--- config.mk ---
export PLATFORM = sky130hd
export DESIGN_NAME = mplier_share_arb
export DESIGN_NICKNAME = d
export VERILOG_FILES = /design/src/rtl/mplier_pkg.sv /design/src/rtl/mplier8x8.sv /design/src/rtl/rr_arbiter_n.sv /design/src/rtl/mplier_share_arb.sv
export SDC_FILE = /design/constraint.sdc
export NUM_CORES = 1
export LEC_CHECK = 0
export BUFFER_PORTS_ARGS = -buffer_cell sky130_fd_sc_hd__buf_2
export CAP_MARGIN = 30
export CORE_MARGIN = 4
export CORE_UTILIZATION = 40
export CTS_CLUSTER_SIZE = 16
export DETAILED_ROUTE_END_ITERATION = 12
export GPL_TIMING_DRIVEN = 1
export PLACE_DENSITY = 0.6
export REMOVE_ABC_BUFFERS = 1
export SLEW_MARGIN = 15
export SYNTH_ARGS = -nofsm -noshare
export SYNTH_HDL_FRONTEND = slang
export SYNTH_SLANG_ARGS = --single-unit
--- constraint.sdc ---
create_clock -name clk -period 8.3 [get_ports clk]
set_input_delay 1.245 -clock clk [delete_from_list [all_inputs] [get_ports clk]]
set_output_delay 1.245 -clock clk [all_outputs]
set_load 0.01 [all_outputs]
--- src/rtl/mplier_pkg.sv ---
// Shared constants and the round-robin pick helper for multiplier-sharing blocks.
package mplier_pkg;

  localparam int unsigned OPER_W  = 8;
  localparam int unsigned PROD_W  = 16;
  localparam int unsigned MAX_REQ = 8;
  localparam int unsigned PTR_W   = 3;

  // One-hot grant of the first valid requester at or after ptr, wrapping modulo n.
  function automatic logic [MAX_REQ-1:0] rr_pick(input logic [MAX_REQ-1:0] valid,
                                                 input logic [PTR_W-1:0]   ptr,
                                                 input int unsigned        n);
    logic [MAX_REQ-1:0] grant;
    logic               found;
    int unsigned        pos;
    logic [PTR_W-1:0]   idx;
    grant = '0;
    found = 1'b0;
    for (int unsigned k = 0; k < MAX_REQ; k++) begin
      pos = (32'(ptr) + k) % n;
      idx = pos[PTR_W-1:0];
      if (k < n && !found && valid[idx]) begin
        grant[idx] = 1'b1;
        found      = 1'b1;
      end
    end
    return grant;
  endfunction

endpackage

--- src/rtl/mplier8x8.sv ---
// Combinational signed 8x8 multiplier; raw 16-bit two's complement product.
module mplier8x8 (
  output logic signed [15:0] product,
  input  logic signed [7:0]  a,
  input  logic signed [7:0]  b
);

  assign product = a * b;

endmodule

--- src/rtl/rr_arbiter_n.sv ---
// Round-robin arbiter: combinational pick plus a registered rotating pointer.
module rr_arbiter_n
  import mplier_pkg::*;
#(
  parameter int unsigned NUM_REQ = 4,
  parameter int unsigned ID_W    = $clog2(NUM_REQ)
) (
  input  logic               clk,
  input  logic               rst,
  input  logic               en,
  input  logic [NUM_REQ-1:0] valid,
  output logic [NUM_REQ-1:0] grant,
  output logic [ID_W-1:0]    grant_id
);

  logic [ID_W-1:0]    ptr_q;
  logic [MAX_REQ-1:0] valid_ext;
  logic [MAX_REQ-1:0] pick;

  // Widen the request vector to the helper's fixed width.
  always_comb begin
    valid_ext              = '0;
    valid_ext[NUM_REQ-1:0] = valid;
  end

  assign pick  = rr_pick(valid_ext, PTR_W'(ptr_q), NUM_REQ);
  assign grant = en ? pick[NUM_REQ-1:0] : '0;

  if (NUM_REQ < MAX_REQ) begin : g_pad
    logic unused_pick;
    assign unused_pick = ^pick[MAX_REQ-1:NUM_REQ];
  end

  // Encode the one-hot grant into an index.
  always_comb begin
    grant_id = '0;
    for (int unsigned i = 0; i < NUM_REQ; i++) begin
      if (grant[i]) grant_id = ID_W'(i);
    end
  end

  // Move the pointer just past the winner so it has lowest priority next time.
  always_ff @(posedge clk or posedge rst) begin
    if (rst) begin
      ptr_q <= '0;
    end else if (|grant) begin
      ptr_q <= (grant_id == ID_W'(NUM_REQ - 1)) ? '0 : grant_id + 1'b1;
    end
  end

endmodule

--- src/rtl/mplier_share_arb.sv ---
// Shares one combinational 8x8 multiplier among NUM_REQ requesters through a
// round-robin front end and a two-stage (operand, product) pipeline.
module mplier_share_arb
  import mplier_pkg::*;
#(
  parameter int unsigned NUM_REQ = 4,
  parameter int unsigned ID_W    = $clog2(NUM_REQ)
) (
  input  logic                      clk,
  input  logic                      rst,
  input  logic [NUM_REQ-1:0]        req_valid,
  input  logic [NUM_REQ*OPER_W-1:0] req_a,
  input  logic [NUM_REQ*OPER_W-1:0] req_b,
  output logic [NUM_REQ-1:0]        req_ready,
  output logic                      rsp_valid,
  input  logic                      rsp_ready,
  output logic [ID_W-1:0]           rsp_id,
  output logic signed [PROD_W-1:0]  rsp_product
);

  logic                     s1_valid_q;
  logic signed [OPER_W-1:0] s1_a_q;
  logic signed [OPER_W-1:0] s1_b_q;
  logic [ID_W-1:0]          s1_id_q;
  logic                     rsp_valid_q;
  logic [ID_W-1:0]          rsp_id_q;
  logic signed [PROD_W-1:0] rsp_product_q;

  logic                     adv1;
  logic                     adv2;
  logic                     xfer;
  logic [NUM_REQ-1:0]       grant;
  logic [ID_W-1:0]          grant_id;
  logic [OPER_W-1:0]        gnt_a;
  logic [OPER_W-1:0]        gnt_b;
  logic signed [PROD_W-1:0] product;

  // A stage may advance when it is empty or its successor is advancing.
  assign adv2 = !rsp_valid_q || rsp_ready;
  assign adv1 = !s1_valid_q || adv2;

  rr_arbiter_n #(
    .NUM_REQ (NUM_REQ),
    .ID_W    (ID_W)
  ) u_arb (
    .clk      (clk),
    .rst      (rst),
    .en       (adv1 && !rst),
    .valid    (req_valid),
    .grant    (grant),
    .grant_id (grant_id)
  );

  assign req_ready = grant;
  assign xfer      = |grant;

  // Select the granted requester's operands.
  always_comb begin
    gnt_a = '0;
    gnt_b = '0;
    for (int unsigned i = 0; i < NUM_REQ; i++) begin
      if (grant[i]) begin
        gnt_a = req_a[i*OPER_W +: OPER_W];
        gnt_b = req_b[i*OPER_W +: OPER_W];
      end
    end
  end

  // Stage 1: operand register in front of the multiplier array.
  always_ff @(posedge clk or posedge rst) begin
    if (rst) begin
      s1_valid_q <= 1'b0;
      s1_a_q     <= '0;
      s1_b_q     <= '0;
      s1_id_q    <= '0;
    end else if (adv1) begin
      s1_valid_q <= xfer;
      if (xfer) begin
        s1_a_q  <= gnt_a;
        s1_b_q  <= gnt_b;
        s1_id_q <= grant_id;
      end
    end
  end

  mplier8x8 u_mul (
    .product (product),
    .a       (s1_a_q),
    .b       (s1_b_q)
  );

  // Stage 2: product register driving the tagged response channel.
  always_ff @(posedge clk or posedge rst) begin
    if (rst) begin
      rsp_valid_q   <= 1'b0;
      rsp_id_q      <= '0;
      rsp_product_q <= '0;
    end else if (adv2) begin
      rsp_valid_q <= s1_valid_q;
      if (s1_valid_q) begin
        rsp_id_q      <= s1_id_q;
        rsp_product_q <= product;
      end
    end
  end

  assign rsp_valid   = rsp_valid_q;
  assign rsp_id      = rsp_id_q;
  assign rsp_product = rsp_product_q;

endmodule

==> results of run 1 <==
==> worst max-delay path, cell delays in order, from the launching register on <==
cell       delay (ns)
dfrtp_1          0.55
nand2b_1         0.13
fa_1             0.52
fa_1             0.54
inv_1            0.05
fa_1             0.53
inv_1            0.05
fa_1             0.53
inv_1            0.04
ha_1             0.34
a21oi_1          0.22
o21bai_1         0.09
a21o_1           0.21
a2111oi_0        0.58
nor4_1           0.11
nand3b_1         0.17
==> metrics by stage <==
stage          cell area [um2]  worst slack, ns  std cells
2_1_floorplan             4640             3.58        482
3_3_place_gp              5320             3.61        722
3_5_place_dp              5320             3.49        722
4_1_cts                   5490             3.49        730
5_1_grt                   5490             3.17        730
6_report                  5490             3.51        730
==> routing by layer <==
| metal | global-route usage, % | routed length [um] | vias up | part of all wire [%] |
|---|---|---|---|---|
| met5 | 0 | 0 | - | 0 |
| met4 | 3.29 | 115 | 0 | 1.1 |
| met3 | 1.80 | 308 | 7 | 2.9 |
| met2 | 31.9 | 5570 | 60 | 52 |
| met1 | 21.3 | 4730 | 1800 | 44 |
| li1 | - | - | 1808 | - |
==> cells by family (layout without fill, tap and decap cells) <==
logic type      after synthesis  after routing  share of synthesized area [%]
compound gates               87             87                           12.9
xor+xnor                     14             14                           2.58
fa+ha+maj                    92             92                           32.9
buf+inv                     106            196                           9.61
flops                        40             40                           21.1
mux                          12             12                           3.87
simple gates                146            146                           17.0
==> Yosys cell counts, types with 10 or more instances <==
library cell  instances
dfrtp_1              40
fa_1                 55
ha_1                 37
a21o_1               14
a221oi_1             10
inv_1                90
xnor2_1              11
o21ai_0              16
a21oi_1              15
and2_1               46
nor2_1               14
nand2_1              43
==> cell usage in the layout, fill, tap and decap left out, types with 10 or more instances in the layout <==
| master | n |
|---|---|
| a221oi_1 | 10 |
| a21oi_1 | 15 |
| dfrtp_1 | 40 |
| fa_1 | 55 |
| xnor2_1 | 11 |
| o21ai_0 | 16 |
| ha_1 | 37 |
| inv_1 | 89 |
| a21o_1 | 14 |
| nor2_1 | 14 |
| nand2_1 | 43 |
| and2_1 | 46 |
| buf_2 | 93 |
==> state kept, by name (all words and copies together), names as in the netlist <==
signal	cells
rsp_product	16
rsp_id	2
s1_b_q	8
rsp_valid	1
s1_valid_q	1
u_arb.ptr_q	2
s1_id_q	2
s1_a_q	8
==> worst max path at each step <==
stage                               start                     endpoint  slack [ns]  cells past startpoint
detailed placement  s1_b_q[7]$_DFFE_PP0P_  rsp_product[14]$_DFFE_PP0P_        3.49                     15
global placement    s1_b_q[4]$_DFFE_PP0P_  rsp_product[13]$_DFFE_PP0P_        3.61                     15
finish              s1_b_q[7]$_DFFE_PP0P_  rsp_product[14]$_DFFE_PP0P_        3.51                     15
global route        s1_b_q[7]$_DFFE_PP0P_  rsp_product[13]$_DFFE_PP0P_        3.17                     14
floorplan                    req_valid[3]        s1_b_q[0]$_DFFE_PP0P_        3.58                      6
CTS                 s1_b_q[7]$_DFFE_PP0P_  rsp_product[14]$_DFFE_PP0P_        3.49                     15
==> layout make-up <==
| cell class | count | area share, % |
|---|---|---|
| Inverter | 91 | 6.27 |
| Timing Repair Buffer | 97 | 9.02 |
| Sequential cell | 40 | 18.2 |
| Tap cell | 143 | 3.26 |
| Multi-Input combinational cell | 351 | 60.1 |
| Clock inverter | 3 | 0.843 |
| Clock buffer | 5 | 2.28 |
==> metrics.md, run 1 <==
| Metric | Value |
|---|---|
| Reg2Reg Depth | `15` |
| FF-to-FF setup slack | `3.51 ns` |
| Total global routing overflow | `0` |
| Share of layout cells above drive strength 1 | `21.0%` |
| Initial antenna violation count | `0` |
| Cell Area, Synth | `4750 um2` |
| Post-Syn Instances | `497` |
| Final slew viol count | `0` |
| CP startpoint kind | `register` |
| Die X | `117 um` |
| Reg area | `1000 um2` |
| CP Capture Type | `register` |
| Worst-Skew Late Latency | `0.29 ns` |
| Setup TNS | `0 ns` |
| Number of cell rows | `39` |
| Top area cells in the synthesized netlist | `fa_1 (23%), dfrtp_1 (21%), ha_1 (9.7%), inv_1 (7.1%), and2_1 (6.1%)` |
| Primary FF master, synth | `dfrtp_1` |
| Pre-Repair DR Iteration Count | `5` |
| Die Area | `13700 um2` |
| Yosys cell types | `49` |
| Skew final | `0.00926 ns` |
| Routed Antenna Nets | `0` |
| First-pass GRT wire length | `18.8 mm` |
| Register area share after synthesis | `21.1%` |
| Post-DP HPWL | `8.60 mm` |
| Initial Util | `41.3%` |
| Data arrival, critical path | `4.96 ns` |
| WL per Instance | `14.7 um` |
| Io pins | `94` |
| DR iter-0 viols | `141` |
| Worst Path Class, Setup | `reg -> reg` |
| Worst Hold Class | `reg -> reg` |
| # DRC | `0` |
| Largest net degree at the start of global routing | `42` |
| Number of max-cap violations | `0` |
| Clock sink count | `40` |
| Multi-input gate area | `3300 um2` |
| Resized cells post-CTS | `0` |
| Final Core Density | `47.7%` |
| Final wirelength | `10.7 mm` |
| Slew HR | `56.0%` |
| Mean area per synthesized cell | `9.56 um2` |
| Clock H-tree levels | `2` |
| Hold EP | `rsp_product[9]$_DFFE_PP0P_` |
| Hold_sp | `rsp_product[9]$_DFFE_PP0P_` |
| Async SR Flop Fraction | `100%` |
| Largest area contributor in the netlist | `fa_1` |
| Post-synth EDFFs | `0` |
| Vias | `3675` |
| Hold-critical path depth | `2` |
| CTS Hold Bufs | `0` |
| Yosys warnings | `0` |
| FF+latch count, synth | `40` |
| Status | `finished, final reports clean` |
| Final nets | `749` |
| CTS root buf | `clkbuf_16` |
| # setup viols final | `0` |
| RSZ-0062 raised after global routing | `no` |
| Gp weighted congestion | `0.847` |
| Vias in the first global route | `4046` |
| Max FO, Critical Path | `10` |
| GRT Util Overall | `17.1%` |
| Setup bufs post-CTS | `0` |
| Diode count | `0` |
| Min Clock Period, post-route | `4.79 ns` |
| Fmax | `209 MHz` |
| Die Y | `117 um` |
| Area delta synth->final | `15.6%` |
| CTS Buf Count | `5` |
| Final hold violations | `0` |
| Port bufs | `93` |
| Synth top area share | `23.2%` |
| Core area | `11500 um2` |
| Fill count | `1116` |
| Worst EP required | `8.47 ns` |
| R2r endpoint | `rsp_product[14]$_DFFE_PP0P_` |
| Max clock buf depth | `2` |
| CTS tree | `built` |
| Vias per inst | `5.03` |
| Worst hold slack | `0.477 ns` |
| Clock slew seen by the registers of the worst setup and hold paths | `0.07 ns` |
| RR Startpoint | `s1_b_q[7]$_DFFE_PP0P_` |
| Tcrit/Tclk final | `57.7%` |
| Slew of the pin with the lowest slew margin | `0.660 ns` |
Power of run 1 is left out: the tool's default activity adds up to more than one toggle a clock period on the data nets, which glitch-free logic cannot reach.
==> run 2, diff against run 1 <==
==> constraint.sdc (replaced) <==
create_clock -name clk -period 4.43 [get_ports clk]
set_input_delay 0.6645 -clock clk [delete_from_list [all_inputs] [get_ports clk]]
set_output_delay 0.6645 -clock clk [all_outputs]
set_load 0.01 [all_outputs]
==> run 2 against run 1 <==
Hold slack improved by 0.0027 ns. Cell count rose by 7.8%. Wire length rose by 8.5%. Maximum frequency rose by 12%. Clock skew shrank 0.0039 ns. Critical endpoint is now rsp_product[15]$_DFFE_PP0P_. Critical path type unchanged. First-iteration DRC count increased by 5.7%. Count of clock-buffer cells in the layout stayed put.
==> metrics.md, run 2 (synthesized netlist as in run 1, its figures left out) <==
| Metric | Value |
|---|---|
| Worst path bufs/invs | `3 (unchanged)` |
| Largest net degree at the start of global routing | `41 (was 42)` |
| Routed Antenna Nets | `0 (unchanged)` |
| CP delay by family, top | `adder cells (unchanged)` |
| Diode count | `0 (unchanged)` |
| Min Clock Period, post-route | `4.28 ns (was 4.79 ns)` |
| Max FFs per register | `16 (unchanged)` |
| CTS tree | `built (unchanged)` |
| Data arrival, critical path | `4.51 ns (was 4.96 ns)` |
| CP Capture Point | `rsp_product[15]$_DFFE_PP0P_ (was rsp_product[14]$_DFFE_PP0P_)` |
| Commonest non-fill, non-tap cell in the layout | `buf_2 (unchanged)` |
| CP Capture Type | `register (unchanged)` |
| Slew of the pin with the lowest slew margin | `0.737 ns (was 0.660 ns)` |
| Initial antenna violation count | `0 (unchanged)` |
| Tcrit/Tclk final | `96.7% (was 57.7%)` |
| # setup viols final | `0 (unchanged)` |
| CP Cell Sequence | `buf_4 -> nor2b_1 -> fa_1 -> fa_1 -> fa_1 -> inv_1 -> fa_1 -> inv_1 -> ha_1 -> or3_1 -> o21ai_2 -> nor3_4 -> nor3_4 -> or4_1 -> nand3_1 (was nand2b_1 -> fa_1 -> fa_1 -> inv_1 -> fa_1 -> inv_1 -> fa_1 -> inv_1 -> ha_1 -> a21oi_1 -> o21bai_1 -> a21o_1 -> a2111oi_0 -> nor4_1 -> nand3b_1)` |
| FF-to-FF setup slack | `0.15 ns (was 3.51 ns)` |
| Clock sink count | `40 (unchanged)` |
| Clock slew seen by the registers of the worst setup and hold paths | `0.06 ns (was 0.07 ns)` |
| Total global routing overflow | `0 (unchanged)` |
| Gp weighted congestion | `0.862 (was 0.847)` |
| Die X | `117 um (unchanged)` |
| Setup slack after layout | `0.145 ns (was 3.51 ns)` |
| Most used cell, CP | `fa_1 (unchanged)` |
| Fill count | `1059 (was 1116)` |
| Share of layout cells above drive strength 1 | `36.0% (was 21.0%)` |
| DR iter-0 viols | `149 (was 141)` |
| CP startpoint kind | `register (unchanged)` |
| GRT Util Overall | `18.2% (was 17.1%)` |
| Worst-Skew Late Latency | `0.29 ns (about the same)` |
| Final wirelength | `11.6 mm (was 10.7 mm)` |
| Max FO, Critical Path | `3 (was 10)` |
| Clock H-tree levels | `2 (unchanged)` |
| Max clock buf depth | `2 (unchanged)` |
| Reg2Reg Depth | `15 (unchanged)` |
| # DRC | `0 (unchanged)` |
| Final hold violations | `0 (unchanged)` |
| CP Depth | `15 (unchanged)` |
| Slowest-stage cell, CP | `fa_1 (was a2111oi_0)` |
| Number of cell rows | `39 (unchanged)` |
| Most frequent cells in the layout | `buf_2 (93), inv_1 (77), fa_1 (53), buf_4 (48), nand2_1 (40) (was buf_2 (93), inv_1 (89), fa_1 (55), and2_1 (46), nand2_1 (43))` |
| Area delta synth->final | `30.8% (was 15.6%)` |
| Pre-Repair DR Iteration Count | `6 (was 5)` |
| Critical Path Max Stage Delay | `0.55 ns (was 0.58 ns)` |
| Vias per inst | `5.05 (was 5.03)` |
| Fmax | `233 MHz (was 209 MHz)` |
| Die Area | `13700 um2 (unchanged)` |
| CTS root buf | `clkbuf_16 (unchanged)` |
| Worst Path Class, Setup | `reg -> reg (unchanged)` |
| Worst Hold Class | `reg -> reg (unchanged)` |
| Status | `finished, final reports clean (unchanged)` |
| Vias | `3972 (was 3675)` |
| Reg area | `1010 um2 (was 1000 um2)` |
| Worst EP required | `4.66 ns (was 8.47 ns)` |
| RR Startpoint | `s1_b_q[7]$_DFFE_PP0P_ (unchanged)` |
| DP Worst Slack | `-0.306 ns (was 3.49 ns)` |
| Setup crit start | `s1_b_q[7]$_DFFE_PP0P_ (unchanged)` |
| CTS Buf Count | `5 (unchanged)` |
| Number of max-cap violations | `0 (unchanged)` |
| Post-DP HPWL | `9.20 mm (was 8.60 mm)` |
| Die Y | `117 um (unchanged)` |
| Slew HR | `50.9% (was 56.0%)` |
| Skew final | `0.00532 ns (was 0.00926 ns)` |
| R2r endpoint | `rsp_product[15]$_DFFE_PP0P_ (was rsp_product[14]$_DFFE_PP0P_)` |
| RSZ-0062 raised after global routing | `yes (was no)` |
| Final slew viol count | `0 (unchanged)` |
| Initial Util | `41.3% (unchanged)` |
| Multi-input gate area | `3540 um2 (was 3300 um2)` |
| WL per Instance | `14.8 um (was 14.7 um)` |
| Final nets | `806 (was 749)` |
| Io pins | `94 (unchanged)` |
| First-pass GRT wire length | `19.8 mm (was 18.8 mm)` |
| Core area | `11500 um2 (unchanged)` |
| Port bufs | `93 (unchanged)` |
| Vias in the first global route | `4301 (was 4046)` |
run 2: layout make-up:
class,count,area share [%]
Inverter,91,5.54
Clock buffer,5,2.01
Clock inverter,3,0.745
Multi-Input combinational cell,351,56.9
Tap cell,143,2.88
Sequential cell,40,16.2
Timing Repair Buffer,154,15.7
run 2: per-layer routing:
metal / routed length [um] / vias to the layer above / part of all wire [%] / global-route usage (%)
li1: - / 1921 / - / -
met2: 5930 / 88 / 51 / 32.8
met3: 410 / 14 / 3.5 / 2.57
met1: 5140 / 1949 / 44 / 23.2
met5: 0 / - / 0 / 0
met4: 150 / 0 / 1.3 / 4.13
run 2: worst min-delay path by stage:
stage / from / to / slack (ns) / cells after the start
after global routing: rsp_product[8]$_DFFE_PP0P_ / rsp_product[8]$_DFFE_PP0P_ / 0.50 / 2
after global placement: rsp_product[10]$_DFFE_PP0P_ / rsp_product[10]$_DFFE_PP0P_ / 0.46 / 2
after CTS: rsp_product[8]$_DFFE_PP0P_ / rsp_product[8]$_DFFE_PP0P_ / 0.49 / 2
after detailed placement: rsp_product[8]$_DFFE_PP0P_ / rsp_product[8]$_DFFE_PP0P_ / 0.47 / 2
after floorplan: s1_id_q[0]$_DFFE_PP0P_ / s1_id_q[0]$_DFFE_PP0P_ / 0.46 / 1
final: rsp_product[8]$_DFFE_PP0P_ / rsp_product[8]$_DFFE_PP0P_ / 0.48 / 2
run 2: what timing repair did:
action                                  CTS  global route
resized for setup                        21            56
setup buffers                             4            12
hold buffers                              0             0
pin swaps                                 8            55
endpoints found under the setup margin    4             5
run 2: worst min-delay path: cells and delay by family (launching register included):
kind / cells / cell delay (ns)
AO/OA/AOI/OAI: 1 / 0.06
AND/OR/NAND/NOR: 1 / 0.05
flip-flops: 1 / 0.34
run 2: through the flow:
step	instances	util, %	setup TNS (ns)	hold WS, ns	area (um2)
5_1_grt	787	54.0	-0.0413	0.499	6210
4_1_cts	776	51.6	0	0.487	5950
3_3_place_gp	765	49.0	-0.417	0.463	5640
6_report	787	54.0	0	0.480	6210
2_1_floorplan	482	-	-0.0270	0.455	4640
3_5_place_dp	765	49.0	-0.900	0.473	5640
Power of run 2 is left out for the same reason.
